$ cat config.mk
export PLATFORM = sky130hd
export DESIGN_NAME = dipsw_debounce
export DESIGN_NICKNAME = d
export VERILOG_FILES = /design/src/rtl/dipsw_debounce.sv
export SDC_FILE = /design/constraint.sdc
export NUM_CORES = 1
export LEC_CHECK = 0
export CAP_MARGIN = 20
export CORE_AREA = 2 2 72 101
export CTS_CLUSTER_DIAMETER = 100
export CTS_CLUSTER_SIZE = 14
export DETAILED_ROUTE_END_ITERATION = 7
export DIE_AREA = 0 0 74 103
export PLACE_DENSITY = 0.76
export SKIP_LAST_GASP = 1
export SLEW_MARGIN = 10
export SYNTH_ARGS = -nofsm -noshare
export SYNTH_HDL_FRONTEND = slang
export SYNTH_SLANG_ARGS = --single-unit
$ cat constraint.sdc
create_clock -name clk -period 3.1 [get_ports clk]
set_clock_uncertainty 0.05 [all_clocks]
set_input_delay 0.62 -clock clk [delete_from_list [all_inputs] [get_ports clk]]
set_output_delay 0.62 -clock clk [all_outputs]
set_load 0.005 [all_outputs]
$ cat src/rtl/dipsw_debounce.sv
// Multi-channel DIP switch synchronizer and debouncer feeding the switch PIO.
// Emits clean levels, rise/fall strobes, a settled flag and a saturating glitch counter.
module dipsw_debounce #(
  parameter int               WIDTH           = 2,
  parameter int               SYNC_STAGES     = 2,
  parameter int               DEBOUNCE_CYCLES = 50000,
  parameter int               CNT_W           = 16,
  parameter logic [WIDTH-1:0] RESET_VALUE     = '0
) (
  input  logic             clk,
  input  logic             reset_n,
  input  logic [WIDTH-1:0] sw_raw,
  input  logic             glitch_clr,
  output logic [WIDTH-1:0] sw_out,
  output logic [WIDTH-1:0] sw_rise,
  output logic [WIDTH-1:0] sw_fall,
  output logic             settled,
  output logic [7:0]       glitch_cnt
);

  localparam logic [CNT_W-1:0] CNT_LAST      = CNT_W'(DEBOUNCE_CYCLES - 1);
  localparam int               SETTLE_CYCLES = SYNC_STAGES + DEBOUNCE_CYCLES;
  localparam int               SET_W         = $clog2(SETTLE_CYCLES + 1);
  localparam logic [SET_W-1:0] SETTLE_LAST   = SET_W'(SETTLE_CYCLES - 1);
  localparam int               ACC_W         = 9 + $clog2(WIDTH + 1);

  typedef enum logic {ST_STABLE, ST_PENDING} ch_state_t;

  logic [WIDTH-1:0] sync_reg [SYNC_STAGES];
  logic [WIDTH-1:0] sync_val;
  logic [WIDTH-1:0] sw_out_reg, sw_out_next;
  logic [WIDTH-1:0] rise_reg, rise_next;
  logic [WIDTH-1:0] fall_reg, fall_next;
  logic [WIDTH-1:0] glitch_vec;
  logic [7:0]       glitch_cnt_reg, glitch_cnt_next;
  logic [ACC_W-1:0] glitch_sum, glitch_total;
  logic [SET_W-1:0] settle_cnt_reg;
  logic             settled_reg;

  always_ff @(posedge clk or negedge reset_n) begin
    if (!reset_n) begin
      for (int s = 0; s < SYNC_STAGES; s++) sync_reg[s] <= RESET_VALUE;
    end else begin
      sync_reg[0] <= sw_raw;
      for (int s = 1; s < SYNC_STAGES; s++) sync_reg[s] <= sync_reg[s-1];
    end
  end

  assign sync_val = sync_reg[SYNC_STAGES-1];

  genvar gi;
  generate
    for (gi = 0; gi < WIDTH; gi++) begin : g_ch
      logic [CNT_W-1:0] cnt_reg, cnt_next;
      logic             out_nx, rise_nx, fall_nx, glitch_nx;
      ch_state_t        state;

      always_ff @(posedge clk or negedge reset_n) begin
        if (!reset_n) cnt_reg <= '0;
        else          cnt_reg <= cnt_next;
      end

      // A non-zero counter means a candidate level is being timed.
      always_comb begin
        cnt_next  = cnt_reg;
        out_nx    = sw_out_reg[gi];
        rise_nx   = 1'b0;
        fall_nx   = 1'b0;
        glitch_nx = 1'b0;
        state     = (cnt_reg == '0) ? ST_STABLE : ST_PENDING;
        case (state)
          ST_STABLE: begin
            if (sync_val[gi] != sw_out_reg[gi]) cnt_next = CNT_W'(1);
          end
          ST_PENDING: begin
            if (sync_val[gi] == sw_out_reg[gi]) begin
              cnt_next  = '0;
              glitch_nx = 1'b1;
            end else if (cnt_reg == CNT_LAST) begin
              cnt_next = '0;
              out_nx   = sync_val[gi];
              rise_nx  = sync_val[gi];
              fall_nx  = ~sync_val[gi];
            end else begin
              cnt_next = cnt_reg + CNT_W'(1);
            end
          end
          default: cnt_next = '0;
        endcase
      end

      assign sw_out_next[gi] = out_nx;
      assign rise_next[gi]   = rise_nx;
      assign fall_next[gi]   = fall_nx;
      assign glitch_vec[gi]  = glitch_nx;
    end
  endgenerate

  always_ff @(posedge clk or negedge reset_n) begin
    if (!reset_n) begin
      sw_out_reg <= RESET_VALUE;
      rise_reg   <= '0;
      fall_reg   <= '0;
    end else begin
      sw_out_reg <= sw_out_next;
      rise_reg   <= rise_next;
      fall_reg   <= fall_next;
    end
  end

  // Clear wins over any glitch events arriving in the same cycle.
  always_comb begin
    glitch_sum = '0;
    for (int i = 0; i < WIDTH; i++) glitch_sum = glitch_sum + ACC_W'(glitch_vec[i]);
    glitch_total = ACC_W'(glitch_cnt_reg) + glitch_sum;
    if (glitch_clr)                       glitch_cnt_next = 8'd0;
    else if (glitch_total > ACC_W'(255))  glitch_cnt_next = 8'hFF;
    else                                  glitch_cnt_next = glitch_total[7:0];
  end

  always_ff @(posedge clk or negedge reset_n) begin
    if (!reset_n) glitch_cnt_reg <= 8'd0;
    else          glitch_cnt_reg <= glitch_cnt_next;
  end

  always_ff @(posedge clk or negedge reset_n) begin
    if (!reset_n) begin
      settle_cnt_reg <= '0;
      settled_reg    <= 1'b0;
    end else if (!settled_reg) begin
      if (settle_cnt_reg == SETTLE_LAST) settled_reg <= 1'b1;
      else                               settle_cnt_reg <= settle_cnt_reg + SET_W'(1);
    end
  end

  assign sw_out     = sw_out_reg;
  assign sw_rise    = rise_reg;
  assign sw_fall    = fall_reg;
  assign settled    = settled_reg;
  assign glitch_cnt = glitch_cnt_reg;

endmodule

Word level (Yosys, flattened, before mapping)
Cells that the tools add are included.

word-level totals
  register bits after elaboration = 67
  bits in latches = 0
  memory bits (writable) = 0
  bits in read-only memories = 0
  word-level logic and storage cells = 69
  memories kept = 0

operators by class
  $add $sub $neg = 5
  multiply operators = 0
  divide/modulo/power cells = 0
  magnitude comparators = 1
  eq/ne operators = 9
  shift operators = 0
  muxes and demuxes = 30
  bitwise operators = 8
  reduce and logical (&&, ||, !) cells = 5

operators by type and width
  kind                     count
  $mux W16                 6
  $pmux W16 S2             2
  $add A16 B1 Y16 const B  3
  $eq A16 B16 Y1 const B   3
  $logic_not A16 Y1        2
  $mux W1                  20
  $mux W8                  2
  $add A8 B2 Y9            1
  $gt A9 B8 Y1 const B     1
  $not A1 Y1               8
  $reduce_and A3 Y1        2
  $ne A2 B1 Y1 const B     2
  $add A1 B1 Y2            1
  $eq A1 B1 Y1             2
  $ne A1 B1 Y1             2
  $reduce_and A2 Y1        1

Longest topological paths before layout
  depth after elaboration = 8
  mapped depth = 12
  mapped depth without buffers = 12

Worst setup path after synthesis
Ideal clock, no wire load.

  path type = register to register
  start point = register g_ch[1].cnt_reg[0]
  end point = register glitch_cnt_reg[7], in the netlist glitch_cnt[7]
  setup time = 86 ps
  arrival = 2,189 ps
  required time = 2,964 ps
  slack = 775 ps
  stages on the path, launching flop included = 13
  cells stage by stage = dfrtp_1 -> inv_1 -> ha_1 -> nor4b_1 -> nand4_1 -> nand2_1 -> fa_1 -> inv_1 -> ha_1 -> nand3_1 -> nor2_1 -> and3b_1 -> nor3_1

on the way
  cells in the longest elaborated chain, start to end = 7

ends and longest elaborated chain
  what                          line  source
  start, declared               54    logic [CNT_W-1:0] cnt_reg, cnt_next;
  start signal, assigned        60    else cnt_reg <= cnt_next;
  $logic_not A16 Y1 *           70    state = (cnt_reg == '0) ? ST_STABLE : ST_PENDING;
  $mux W1 *                     71    case (state)
  $add A1 B1 Y2 *               114   for (int i = 0; i < WIDTH; i++) glitch_sum = glitch_sum + ACC_W'(glitch_vec[i]);
  $add A8 B2 Y9 *               115   glitch_total = ACC_W'(glitch_cnt_reg) + glitch_sum;
  $gt A9 B8 Y1                  117   else if (glitch_total > ACC_W'(255)) glitch_cnt_next = 8'hFF;
  $mux W8 *                     117
  $mux W8 *                     116   if (glitch_clr) glitch_cnt_next = 8'd0;
  named net glitch_cnt_next[7]  35    logic [7:0] glitch_cnt_reg, glitch_cnt_next;
  end signal, assigned          123   else glitch_cnt_reg <= glitch_cnt_next;
  end, declared                 35

The timed path passes the listed nets; every way through them passes the cells marked *.
A chain may end at the register's enable or synchronous reset.

Worst setup path after layout
  start point = register g_ch[1].cnt_reg[0]
  end point = register glitch_cnt_reg[0], in the netlist glitch_cnt[0]

Same word-level chain as after synthesis.

==> qor.yml <==
path_delay_family: "simple AND/OR/NAND/NOR gates"
crit_type: "register to register"
insertion_delay_ns: 0.33
critical_path.reg2reg.startpoint: "g_ch[1].cnt_reg[0]$_DFFE_PN0P_"
grtUsageTotal_pct: 17.75
regArea_sq_mm: 0.001677
multiInputGateArea_sq_mm: 0.001469
std_cell_rows: 36
n_antenna_cell: 0
worst_pin_slew_ns: 0.6458
cp-end-kind: "register"
p_leak_nw: 1.575
crit_required_ns: 3.31
synth_edf_count: 0
maxCapViolations: 0
synth_cell_types: 38
dieWidth_um: 74
period_share_pct: 85.21
cp_max_fo: 6
irDropWorstVdd_v: 0.0003458
yosys.cell_count.top_type: "dfrtp_1"
wl_per_cell_um: 13.30
period_minus_slack_ns: 2.641
hold_ws_ns: 0.2567
htreeDepth: 3
worst-path-stages: 12
vias: 2377
io-pin-count: 20
synth.largest_area_cell: "dfrtp_1"
cts_setup_buffers: 0
pwr_density_cell_mw_per_mm2: 512.6
start_kind: "register"
place.gp.congestion: 0.8295
core_sq_mm: 0.006802
crit_slowest_cell: "dfrtp_1"
rr_worst_depth: 12
nFillCells: 613
outcome: "completed"
drc_errors: 0
synth_top_cells_by_area: "dfrtp_1 52%, xnor2_1 7.6%, xor2_1 5.4%"
wl_mm: 5.865
antenna_found_initial: 0
numPortBuffers: 19
syn2layout_area_growth_pct: 14.57
cts_made_buffers: 9
die_area_sq_mm: 0.007622
dr.first_iter.drc_count: 151
ys_warn_count: 0
grt_start_max_net_pins: 40
worst_path_largest_cell_delay_ns: 0.41
overflow: 0
synth_ff_type: "dfrtp_1"
finalHoldViolations: 0
grt_first_pass_wirelength_mm: 10.32
critPathLaunch: "g_ch[1].cnt_reg[0]$_DFFE_PN0P_"
arrival_ns: 2.85
largest_reg_flops: 32
fin_setup_tns_ns: 0
start_util_pct: 47.61
final_net_count: 354
drive_gt1_share_pct: 5.780
rsz0062_at_grt: "no"
maxSlewHeadroom_pct: 56.95
clk_pin_slew_ns: 0.07
slew_violations: 0
via_per_inst: 5.390
clockBufferDepth: 2
hp-class: "input pin to async pin"
holdBufCountCts: 0
drtPass1Iterations: 4
cts_sinks: 67
ys_seq_elements: 67
setup_violations: 0
grt_pass1_vias: 2370
synth_area_sq_mm: 0.003238
die_h_um: 103
ys_async_sr_fraction_pct: 100.0
synth_top_area_share_pct: 51.78
ant_nets: 0
cts_resized: 0
synth_nets: 329
clockRootBuffer: "clkbuf_8"
fmax_mhz: 378.6
synth-seq-area-share_pct: 51.78
crit_chain: "inv_1, ha_1, nor4b_1, nand4_1, nand2_1, fa_1, inv_1, ha_1, nand3_1, nor2_1, nand3_1, a21oi_1"
synth_common_cells: "67 x dfrtp_1, 34 x nor2_1, 28 x xnor2_1"
dp_hpwl_mm: 4.223
avgSynthCellArea_sq_um: 10.25
cts_tree: "yes"
critPathBufInv: 2
syn_inst: 316
[through the flow]
stage / std cells / cell area [sq um] / total power [mW] / utilization, % / setup WS, ns
after detailed placement: 425 / 3537 / 1.288 / 52.01 / 0.4682
after floorplan: 316 / 3238 / 1.179 / - / 0.7751
after global placement: 425 / 3537 / 1.272 / 52.01 / 0.5822
final: 441 / 3710 / 1.902 / 54.54 / 0.4586
after CTS: 441 / 3710 / 1.926 / 54.54 / 0.4528
after global routing: 441 / 3710 / 2.023 / 54.54 / 0.1845
[where the power goes]
group / switching, mW / total (mW) / internal (mW)
clock: 0.303 / 0.635 / 0.333
combinational: 0.174 / 0.296 / 0.122
sequential: 0.0528 / 0.971 / 0.918
total: 0.530 / 1.90 / 1.37
[final cells by class]
class	instances	share of cell area (%)
inverter	18	1.821
sequential	67	45.19
multi-input combinational	225	39.60
tap	95	3.204
timing repair buffer	20	5.531
clock inverter	2	0.2698
clock buffer	14	4.384
[worst paths after layout]
check / endpoint / slack, ns
worst max register to register: glitch_cnt[0]$_DFF_PN0_ / 0.46
worst min register to register: sync_val[0]$_DFF_PN0_ / 0.30
max in group asynchronous: g_ch[1].cnt_reg[15]$_DFFE_PN0P_ / 2.11
min in group clk: sync_val[0]$_DFF_PN0_ / 0.30
worst min-delay path: g_ch[1].cnt_reg[7]$_DFFE_PN0P_ / 0.26
worst max-delay path: glitch_cnt[0]$_DFF_PN0_ / 0.46
[routing by layer]
metal	vias up	routed length, um	global-route usage (%)
met3	17	208	5.083
met4	0	153	8.671
met5	-	0	0
met2	49	2968	29.05
li1	1150	-	-
met1	1161	2534	21.32
[kinds of logic after synthesis]
logic type,count (synthesis),share of synthesized area [%]
muxes,2,0.6569
DFF,67,51.78
and+or+nand+nor,148,25.04
AOI/OAI and AO/OA,19,3.362
buffers and inverters,24,2.859
adders and majority gates,8,3.323
xor gates and xnor gates,48,12.98
[placed cells by master (no fill, tap or decap), types with 4 or more instances in the layout]
cell type / synthesis / final
clkdlybuf4s50_1: 0 / 18
and3_1: 4 / 4
or3_1: 4 / 4
xnor2_1: 28 / 28
and4_1: 8 / 8
o21ai_0: 4 / 4
nand2_1: 20 / 20
xor2_1: 20 / 20
dfrtp_1: 67 / 67
nor2_1: 34 / 34
nor4_1: 10 / 10
inv_1: 18 / 18
nand4_1: 19 / 19
ha_1: 7 / 7
nand3_1: 17 / 17
nor3_1: 14 / 14
a21oi_1: 10 / 10
clkbuf_8: 0 / 11
(Power assumes the default switching activity.)
